**src/rtl/alu_req_arbiter.sv**
```systemverilog
// Round-robin arbiter that shares one 4-bit secure ALU among NUM_REQ requesters.
// Define ALU_ARB_TIMEOUT_EN to add a WAIT-state watchdog that returns an error response.
module alu_req_arbiter #(
    parameter int NUM_REQ        = 4,
    parameter int ID_W           = $clog2(NUM_REQ),
    parameter int TIMEOUT_CYCLES = 16
) (
    input  logic                 clk,
    input  logic                 rst,
    input  logic [NUM_REQ-1:0]   req_valid,
    output logic [NUM_REQ-1:0]   req_ready,
    input  logic [NUM_REQ*4-1:0] req_a,
    input  logic [NUM_REQ*4-1:0] req_b,
    input  logic [NUM_REQ*2-1:0] req_op,
    output logic [NUM_REQ-1:0]   rsp_valid,
    output logic [3:0]           rsp_result,
    output logic [2:0]           rsp_flags,
    output logic                 rsp_err,
    output logic                 alu_start,
    output logic [3:0]           alu_a,
    output logic [3:0]           alu_b,
    output logic [1:0]           alu_op,
    input  logic                 alu_done,
    input  logic [3:0]           alu_result,
    input  logic                 alu_carry,
    input  logic                 alu_zero,
    input  logic                 alu_overflow,
    output logic [ID_W-1:0]      grant_id,
    output logic                 busy
);

    // Handshake: a request transfers in the cycle where req_valid[i] and
    // req_ready[i] are both high; ready is only offered while IDLE, so the
    // ALU operands never change while an operation is in flight.
    typedef enum logic [1:0] {
        S_IDLE  = 2'd0,
        S_ISSUE = 2'd1,
        S_WAIT  = 2'd2,
        S_RESP  = 2'd3
    } state_t;

    state_t            r_state;
    state_t            w_next_state;
    logic [ID_W-1:0]   r_last_grant;
    logic [ID_W-1:0]   r_grant_id;
    logic [ID_W-1:0]   w_win_id;
    logic              w_win_any;
    logic              w_handshake;
    logic              w_timeout;
    logic [3:0]        r_alu_a;
    logic [3:0]        r_alu_b;
    logic [1:0]        r_alu_op;
    logic [3:0]        r_rsp_result;
    logic [2:0]        r_rsp_flags;
    logic              r_rsp_err;

    // Search starts one past the previous winner so every pending requester
    // is served before anyone gets a second turn.
    always_comb begin
        w_win_any = 1'b0;
        w_win_id  = '0;
        for (int k = 1; k <= NUM_REQ; k++) begin
            if (!w_win_any && req_valid[(int'(r_last_grant) + k) % NUM_REQ]) begin
                w_win_any = 1'b1;
                w_win_id  = ID_W'((int'(r_last_grant) + k) % NUM_REQ);
            end
        end
    end

    assign w_handshake = (r_state == S_IDLE) && w_win_any;

`ifdef ALU_ARB_TIMEOUT_EN
    localparam int CNT_W = $clog2(TIMEOUT_CYCLES + 1);

    logic [CNT_W-1:0] r_wait_cnt;

    always_ff @(posedge clk or posedge rst) begin
        if (rst) begin
            r_wait_cnt <= '0;
        end else if (r_state != S_WAIT) begin
            r_wait_cnt <= '0;
        end else begin
            r_wait_cnt <= r_wait_cnt + 1'b1;
        end
    end

    // Fires in the TIMEOUT_CYCLES-th WAIT cycle; a done in that cycle wins.
    assign w_timeout = (r_state == S_WAIT) && !alu_done &&
                       (r_wait_cnt == CNT_W'(TIMEOUT_CYCLES - 1));
`else
    logic w_unused_timeout_cfg;

    assign w_unused_timeout_cfg = (TIMEOUT_CYCLES > 0);
    assign w_timeout            = 1'b0;
`endif

    always_ff @(posedge clk or posedge rst) begin
        if (rst) begin
            r_state <= S_IDLE;
        end else begin
            r_state <= w_next_state;
        end
    end

    always_comb begin
        w_next_state = r_state;
        alu_start    = 1'b0;
        busy         = 1'b1;
        req_ready    = '0;
        rsp_valid    = '0;
        case (r_state)
            S_IDLE: begin
                busy = 1'b0;
                if (w_handshake) begin
                    req_ready[w_win_id] = 1'b1;
                    w_next_state        = S_ISSUE;
                end
            end
            S_ISSUE: begin
                alu_start    = 1'b1;
                w_next_state = S_WAIT;
            end
            S_WAIT: begin
                if (alu_done || w_timeout) begin
                    w_next_state = S_RESP;
                end
            end
            S_RESP: begin
                rsp_valid[r_grant_id] = 1'b1;
                w_next_state          = S_IDLE;
            end
            default: begin
                w_next_state = S_IDLE;
            end
        endcase
    end

    always_ff @(posedge clk or posedge rst) begin
        if (rst) begin
            r_alu_a      <= '0;
            r_alu_b      <= '0;
            r_alu_op     <= '0;
            r_grant_id   <= '0;
            r_last_grant <= ID_W'(NUM_REQ - 1);
            r_rsp_result <= '0;
            r_rsp_flags  <= '0;
            r_rsp_err    <= 1'b0;
        end else begin
            if (w_handshake) begin
                r_alu_a    <= req_a[4*w_win_id +: 4];
                r_alu_b    <= req_b[4*w_win_id +: 4];
                r_alu_op   <= req_op[2*w_win_id +: 2];
                r_grant_id <= w_win_id;
            end
            if (r_state == S_WAIT) begin
                if (alu_done) begin
                    r_rsp_result <= alu_result;
                    r_rsp_flags  <= {alu_carry, alu_zero, alu_overflow};
                    r_rsp_err    <= 1'b0;
                end else if (w_timeout) begin
                    r_rsp_result <= '0;
                    r_rsp_flags  <= '0;
                    r_rsp_err    <= 1'b1;
                end
            end
            if (r_state == S_RESP) begin
                r_last_grant <= r_grant_id;
            end
        end
    end

    assign alu_a      = r_alu_a;
    assign alu_b      = r_alu_b;
    assign alu_op     = r_alu_op;
    assign grant_id   = r_grant_id;
    assign rsp_result = r_rsp_result;
    assign rsp_flags  = r_rsp_flags;
    assign rsp_err    = r_rsp_err;

endmodule

```
**config.mk**
```make
export PLATFORM = sky130hd
export DESIGN_NAME = alu_req_arbiter
export DESIGN_NICKNAME = d
export VERILOG_FILES = /design/src/rtl/alu_req_arbiter.sv
export SDC_FILE = /design/constraint.sdc
export NUM_CORES = 1
export LEC_CHECK = 0
export ABC_AREA = 0
export BUFFER_PORTS_ARGS = -buffer_cell sky130_fd_sc_hd__buf_2
export CORE_UTILIZATION = 42
export CTS_BUF_LIST = sky130_fd_sc_hd__clkbuf_16
export DETAILED_ROUTE_END_ITERATION = 10
export PLACE_DENSITY = 0.79
export SLEW_MARGIN = 20
export SYNTH_ARGS = -nofsm -noshare
export SYNTH_HDL_FRONTEND = slang
export SYNTH_SLANG_ARGS = --single-unit
```
**constraint.sdc**
```tcl
create_clock -name clk -period 2.1 [get_ports clk]
set_clock_uncertainty 0.15 [all_clocks]
set_input_delay 0.105 -clock clk [delete_from_list [all_inputs] [get_ports clk]]
set_output_delay 0.105 -clock clk [all_outputs]
set_load 0.1 [all_outputs]
```
# Yosys cells after proc, flatten, opt, wreduce, memory -nomap -nowiden
# Index checks and enable logic that the tools add are counted.
[totals] register_bits=23 in_bits=54 output_inout_bits=30
[op_classes] addsub=4 order_cmp=8 eq_ne=5 shifts=3 n_mux=32 n_bitwise=4 reduce_logical=16
[ops] cell="$shiftx A16 B5 Y4" n=2
[ops] cell="$lt A3 B4 Y1 const B" n=4
[ops] cell="$mux W1" n=16
[ops] cell="$mux W2" n=6
[ops] cell="$mux W4" n=3
[ops] cell="$bmux W1 S2" n=4
[ops] cell="$pmux W2 S4" n=1
[ops] cell="$reduce_or A2 Y1" n=4
[ops] cell="$shiftx A8 B4 Y2" n=1
[ops] cell="$logic_and A1 B1 Y1" n=6
[ops] cell="$lt A2 B3 Y1 const B" n=2
[ops] cell="$add A2 B1 Y2 const B" n=2
[ops] cell="$add A2 B2 Y2 const B" n=2
[ops] cell="$and A1 B1 Y1 const A" n=4
[ops] cell="$demux W1 S2" n=2
[ops] cell="$eq A2 B2 Y1 const B" n=2
[ops] cell="$ge A2 B1 Y1 const B" n=2
[ops] cell="$ne A2 B2 Y1 const B" n=2
[ops] cell="$reduce_and A2 Y1" n=2
[ops] cell="$logic_not A1 Y1" n=3
[ops] cell="$eq A2 B1 Y1 const B" n=1
[ops] cell="$logic_not A2 Y1" n=1

# Depth between registers and ports, before layout
[logic_depth] depth_word=22 mapped_depth=7 mapped_depth_nobuf=6

# Worst setup path after synthesis
# Ideal clock, no wire load.
[synth_path] kind="reg-to-output" start="reg r_state[0]" end="out req_ready[0]" arrival_time_ps=3149 required_time_ps=1845 path_slack_ps=-1304 path_stages_with_launch=8 path_cell_list="dfrtp_1 inv_1 ha_1 inv_1 a21o_1 or2_2 clkbuf_1 nor2_1"
[synth_via] elab_chain_cells=4
[synth_rtl] item="start: declaration" line_no="42" source="state_t r_state;"
[synth_rtl] item="start signal: assignment" line_no="101" source="r_state <= w_next_state;"
[synth_rtl] item="$logic_not A2 Y1 (*)" line_no="70, 111"
[synth_rtl] item="$logic_and A1 B1 Y1" line_no="70" source="assign w_handshake = (r_state == S_IDLE) && w_win_any;"
[synth_rtl] item="$mux W4" line_no="114" source="if (w_handshake) begin"
[synth_rtl] item="$mux W4 (*)" line_no="111" source="case (r_state)"
[synth_rtl] item="end: declaration" line_no="11" source="output logic [NUM_REQ-1:0] req_ready,"
# Mark *: on every way between the ends. The rest lies on a longest branch, timed or not.

# Worst setup path after layout
[layout_path] start="reg r_last_grant[1]" end="out req_ready[1]"
[layout_via] elab_chain_cells=20 elab_cells_between_ends=38
[layout_rtl] item="start: declaration" line_no="44" source="logic [ID_W-1:0] r_last_grant;"
[layout_rtl] item="start signal: assignment" line_no="144" source="r_last_grant <= ID_W'(NUM_REQ - 1);"
[layout_rtl] item="start signal: assignment" line_no="167" source="r_last_grant <= r_grant_id;"
[layout_rtl] item="$add A2 B1 Y2" line_no="63, 65"
[layout_rtl] item="$bmux W1 S2" line_no="63" source="if (!w_win_any && req_valid[(int'(r_last_grant) + k) % NUM_REQ]) begin"
[layout_rtl] item="$mux W1 (implied by the code) (2 in series)" line_no="63"
[layout_rtl] item="$mux W1" line_no="63"
[layout_rtl] item="$logic_not A1 Y1" line_no="63"
[layout_rtl] item="$logic_and A1 B1 Y1" line_no="63"
[layout_rtl] item="$mux W1" line_no="63"
[layout_rtl] item="$logic_not A1 Y1" line_no="63"
[layout_rtl] item="(+3 left out)"
[layout_rtl] item="$logic_and A1 B1 Y1" line_no="63"
[layout_rtl] item="$mux W2" line_no="63"
[layout_rtl] item="$lt A2 B3 Y1 (implied by the code) or $ge A2 B1 Y1 (tied branches)" line_no="115" source="req_ready[w_win_id] = 1'b1;"
[layout_rtl] item="$logic_and A1 B1 Y1 (implied by the code)" line_no="115"
[layout_rtl] item="$mux W1 (implied by the code)" line_no="115"
[layout_rtl] item="$demux W1 S2" line_no="115"
[layout_rtl] item="$mux W4 (*)" line_no="114"
[layout_rtl] item="$mux W4 (*)" line_no="111"
# Mark *: on every way between the ends. The rest lies on a longest branch, timed or not. The select of a mux whose other input is x is not followed.

==> insert_results.sql <==
INSERT INTO impl_metrics (metric_group, metric, value, unit) VALUES
('layout', 'antenna-diode-count', '0', ''),
('floorplanning', 'die_height', '58.3', 'um'),
('timing', 'max_clock_freq', '482', 'MHz'),
('timing', 'final_min_period_over_clock_period', '98.8', '%'),
('timing', 'setup_viol', '0', ''),
('timing', 'rsz_0062_raised_after_global_routing', 'yes', ''),
('route', 'drt-total-wl', '3.23', 'mm'),
('route', 'wl_per_cell', '12.3', 'um'),
('floorplanning', 'die_w', '58.3', 'um'),
('route', 'antenna_viol_nets_final', '0', ''),
('cts', 'numClockSinks', '23', ''),
('global_routing', 'grt_max_degree', '24', ''),
('flow_run', 'max_cap_viol_count', '0', ''),
('cts', 'clock_tree.htree_level_count', '1', ''),
('synth', 'ys_seq_elements', '23', ''),
('timing', 'post-route-min-period', '2.08', 'ns'),
('setup_path', 'worst_setup_path_end_kind', 'output port', ''),
('route', 'post_dr_vias_cell', '4.87', ''),
('layout', 'layout.cells.most_common_list', 'sky130_fd_sc_hd__buf_2, sky130_fd_sc_hd__dfrtp_1, sky130_fd_sc_hd__mux2i_1', ''),
('cts', 'tritoncts.num_buffers', '3', ''),
('synth', 'post_synth_instance_area', '1330', 'um2'),
('synth', 'synth_top_flop_cell', 'sky130_fd_sc_hd__dfrtp_1', ''),
('setup_path', 'timing.critical_path.required', '1.85', 'ns'),
('route', 'first_iter_violations', '34', ''),
('synth', 'synth_area_leader_cell', 'sky130_fd_sc_hd__dfrtp_1', ''),
('layout', 'ratio_of_cells_with_drive_above_1_in_the_final_layout', '58.0', '%'),
('placed_design', 'dp_slack', '0.170', 'ns'),
('route', 'drc', '0', ''),
('global_routing', 'grt_overflow_total', '0', ''),
('worst_hold_path', 'hold_path_class', 'in -> reg', ''),
('route', 'via_count', '1280', ''),
('floorplanning', 'core.rowCount', '20', ''),
('global_routing', 'globalRouteTotalUtil', '19.9', '%'),
('setup_path', 'critPathArrivalTime', '1.82', 'ns'),
('global_routing', 'grt_first_pass_wirelength', '5.27', 'mm'),
('setup_path', 'timing.setup.critical_path_class', 'reg -> out', ''),
('setup_path', 'critical_path_peak_fanout', '7', ''),
('setup_path', 'nature_of_the_critical_path_startpoint', 'register', ''),
('cts', 'cts_buffer_depth', '2', ''),
('layout', 'layout-area-overhead-vs-synth', '63.1', '%'),
('timing', 'final-max-slew-violation-count', '0', ''),
('cts', 'cts.reportedPaths.clkPinSlew', '0.06', 'ns'),
('route', 'first_pass_iters', '4', ''),
('layout', 'layout_commonest_cell', 'sky130_fd_sc_hd__buf_2', ''),
('floorplanning', 'core_area', '3030', 'um2'),
('global_routing', 'vias_in_the_first_global_route', '1186', ''),
('floorplanning', 'io-pin-count', '84', ''),
('layout', 'filler_cell_count', '227', ''),
('placed_design', 'place.detailed.hpwl', '2.45', 'mm'),
('run_status', 'status', 'finished, final reports clean', ''),
('floorplanning', 'initial_utilization', '44.0', '%'),
('timing', 'hold_viol_final', '0', ''),
('synth', 'syn-mean-instance-area', '11.0', 'um2'),
('synth', 'yosys_warnings', '0', ''),
('placed_design', 'numPortBuffers', '82', ''),
('timing', 'final_critical_path_setup_slack', '0.0242', 'ns'),
('synth', 'synth_async_sr_flop_share', '100', '%'),
('synth', 'yosys.cell_types.count', '28', ''),
('floorplanning', 'fp.dieArea', '3400', 'um2'),
('synth', 'synthesis.instances', '121', ''),
('placed_design', 'place.gp.congestion', '0.813', ''),
('synth', 'synth_enable_flop_cells', '0', ''),
('layout', 'final_nets', '278', ''),
('synth', 'synth.top_cells.by_area', 'sky130_fd_sc_hd__dfrtp_1, sky130_fd_sc_hd__mux2i_1, sky130_fd_sc_hd__mux2_2', ''),
('cts', 'worst_skew_pair.late_latency', '0.25', 'ns'),
('synth', 'synthDominantCellAreaShare', '39.4', '%'),
('cts', 'clock_root_buffer', 'sky130_fd_sc_hd__clkbuf_16', ''),
('cts', 'tritoncts', 'built', ''),
('global_routing', 'grt_antenna_before_repair', '0', ''),
('synth', 'postSynthNetCount', '179', ''),
('synth', 'synth_seq_area_share', '43.4', '%');
## metal layers
layer  vias to the layer above  global-route usage, %  wire length (um)
met5                         -                      0                 0
met4                         0                   5.10                16
met3                         2                   3.08               147
met2                        41                   35.3              1740
met1                       600                   25.6              1320
li1                        637                      -                 -
## synthesized netlist by cell type (3+ instances only)
cell / instances
sky130_fd_sc_hd__mux2i_1: 21
sky130_fd_sc_hd__nand2b_1: 4
sky130_fd_sc_hd__inv_1: 6
sky130_fd_sc_hd__clkbuf_1: 3
sky130_fd_sc_hd__dfrtp_1: 21
sky130_fd_sc_hd__mux2_2: 9
sky130_fd_sc_hd__nor2_1: 5
sky130_fd_sc_hd__o221ai_1: 10
sky130_fd_sc_hd__nor2b_1: 3
sky130_fd_sc_hd__nand2_1: 15
sky130_fd_sc_hd__ha_1: 4
## timing repair
item	4_1_cts	5_1_grt
buffers inserted	3	3
resized for setup	5	3
endpoints found under the hold margin	30	0
hold buffers	8	0
endpoints found under the setup margin	4	4
pin swaps	1	3
## flip-flops by register name, summed over array words and instances, names as in the netlist
signal	flops
alu_a	4
alu_b	4
rsp_result	4
rsp_flags	3
alu_op	2
grant_id	2
r_last_grant	2
r_state	2
## path summary, 6_finish.rpt
check	slack (ns)	cells after the start	endpoint	from
max in group asynchronous	1.23	4	r_last_grant[0]	rst
worst max-delay path	0.02	6	req_ready[1]	r_last_grant[1]
min in group asynchronous	0.30	4	alu_b[0]	rst
worst min register to register	0.33	2	alu_b[1]	alu_b[1]
worst min-delay path	0.02	3	alu_b[1]	req_b[9]
worst max register to register	0.10	7	alu_a[3]	r_last_grant[1]
## stage by stage
step	cell area, um2	hold slack (ns)	std cells	util (%)	setup TNS (ns)
final	2170	0.0247	263	71.8	0
after floorplan	1420	-0.0446	121	-	-3.07
after global placement	1920	0.00240	245	63.5	0
after CTS	2140	0.0222	260	70.7	0
after detailed placement	1920	0.00152	245	63.5	0
after global routing	2170	0.0482	263	71.8	-0.0171
## final cells by class
cell class,instances,area [um2],share of cell area [%]
repair buffers,100,654,30.1
multi-input cells,86,779,35.9
inverters,6,26.3,1.21
clock inverters,1,5.00,0.230
clock buffers,3,75.1,3.45
flip-flops and latches,23,578,26.6
well taps,44,55.1,2.53
## cells by family after synthesis
| kind of cell | after synthesis | share of synthesized area (%) |
|---|---|---|
| compound gates | 20 | 13.1 |
| fa+ha+maj | 4 | 3.76 |
| buf+inv | 12 | 5.07 |
| flops | 23 | 43.4 |
| mux | 30 | 23.4 |
| other cells | 1 | 0.281 |
| simple gates | 31 | 11.1 |
## critical path, stage by stage, from the launching register on
cell                      delay [ns]
sky130_fd_sc_hd__dfstp_2        0.60
sky130_fd_sc_hd__a21oi_2        0.07
sky130_fd_sc_hd__a31oi_1        0.20
sky130_fd_sc_hd__a21oi_2        0.10
sky130_fd_sc_hd__or2_4          0.30
sky130_fd_sc_hd__nor2b_4        0.13
sky130_fd_sc_hd__buf_12         0.18
Power is not shown: default switching activity piles up to over one toggle a cycle in this logic, so the estimate is an artifact.
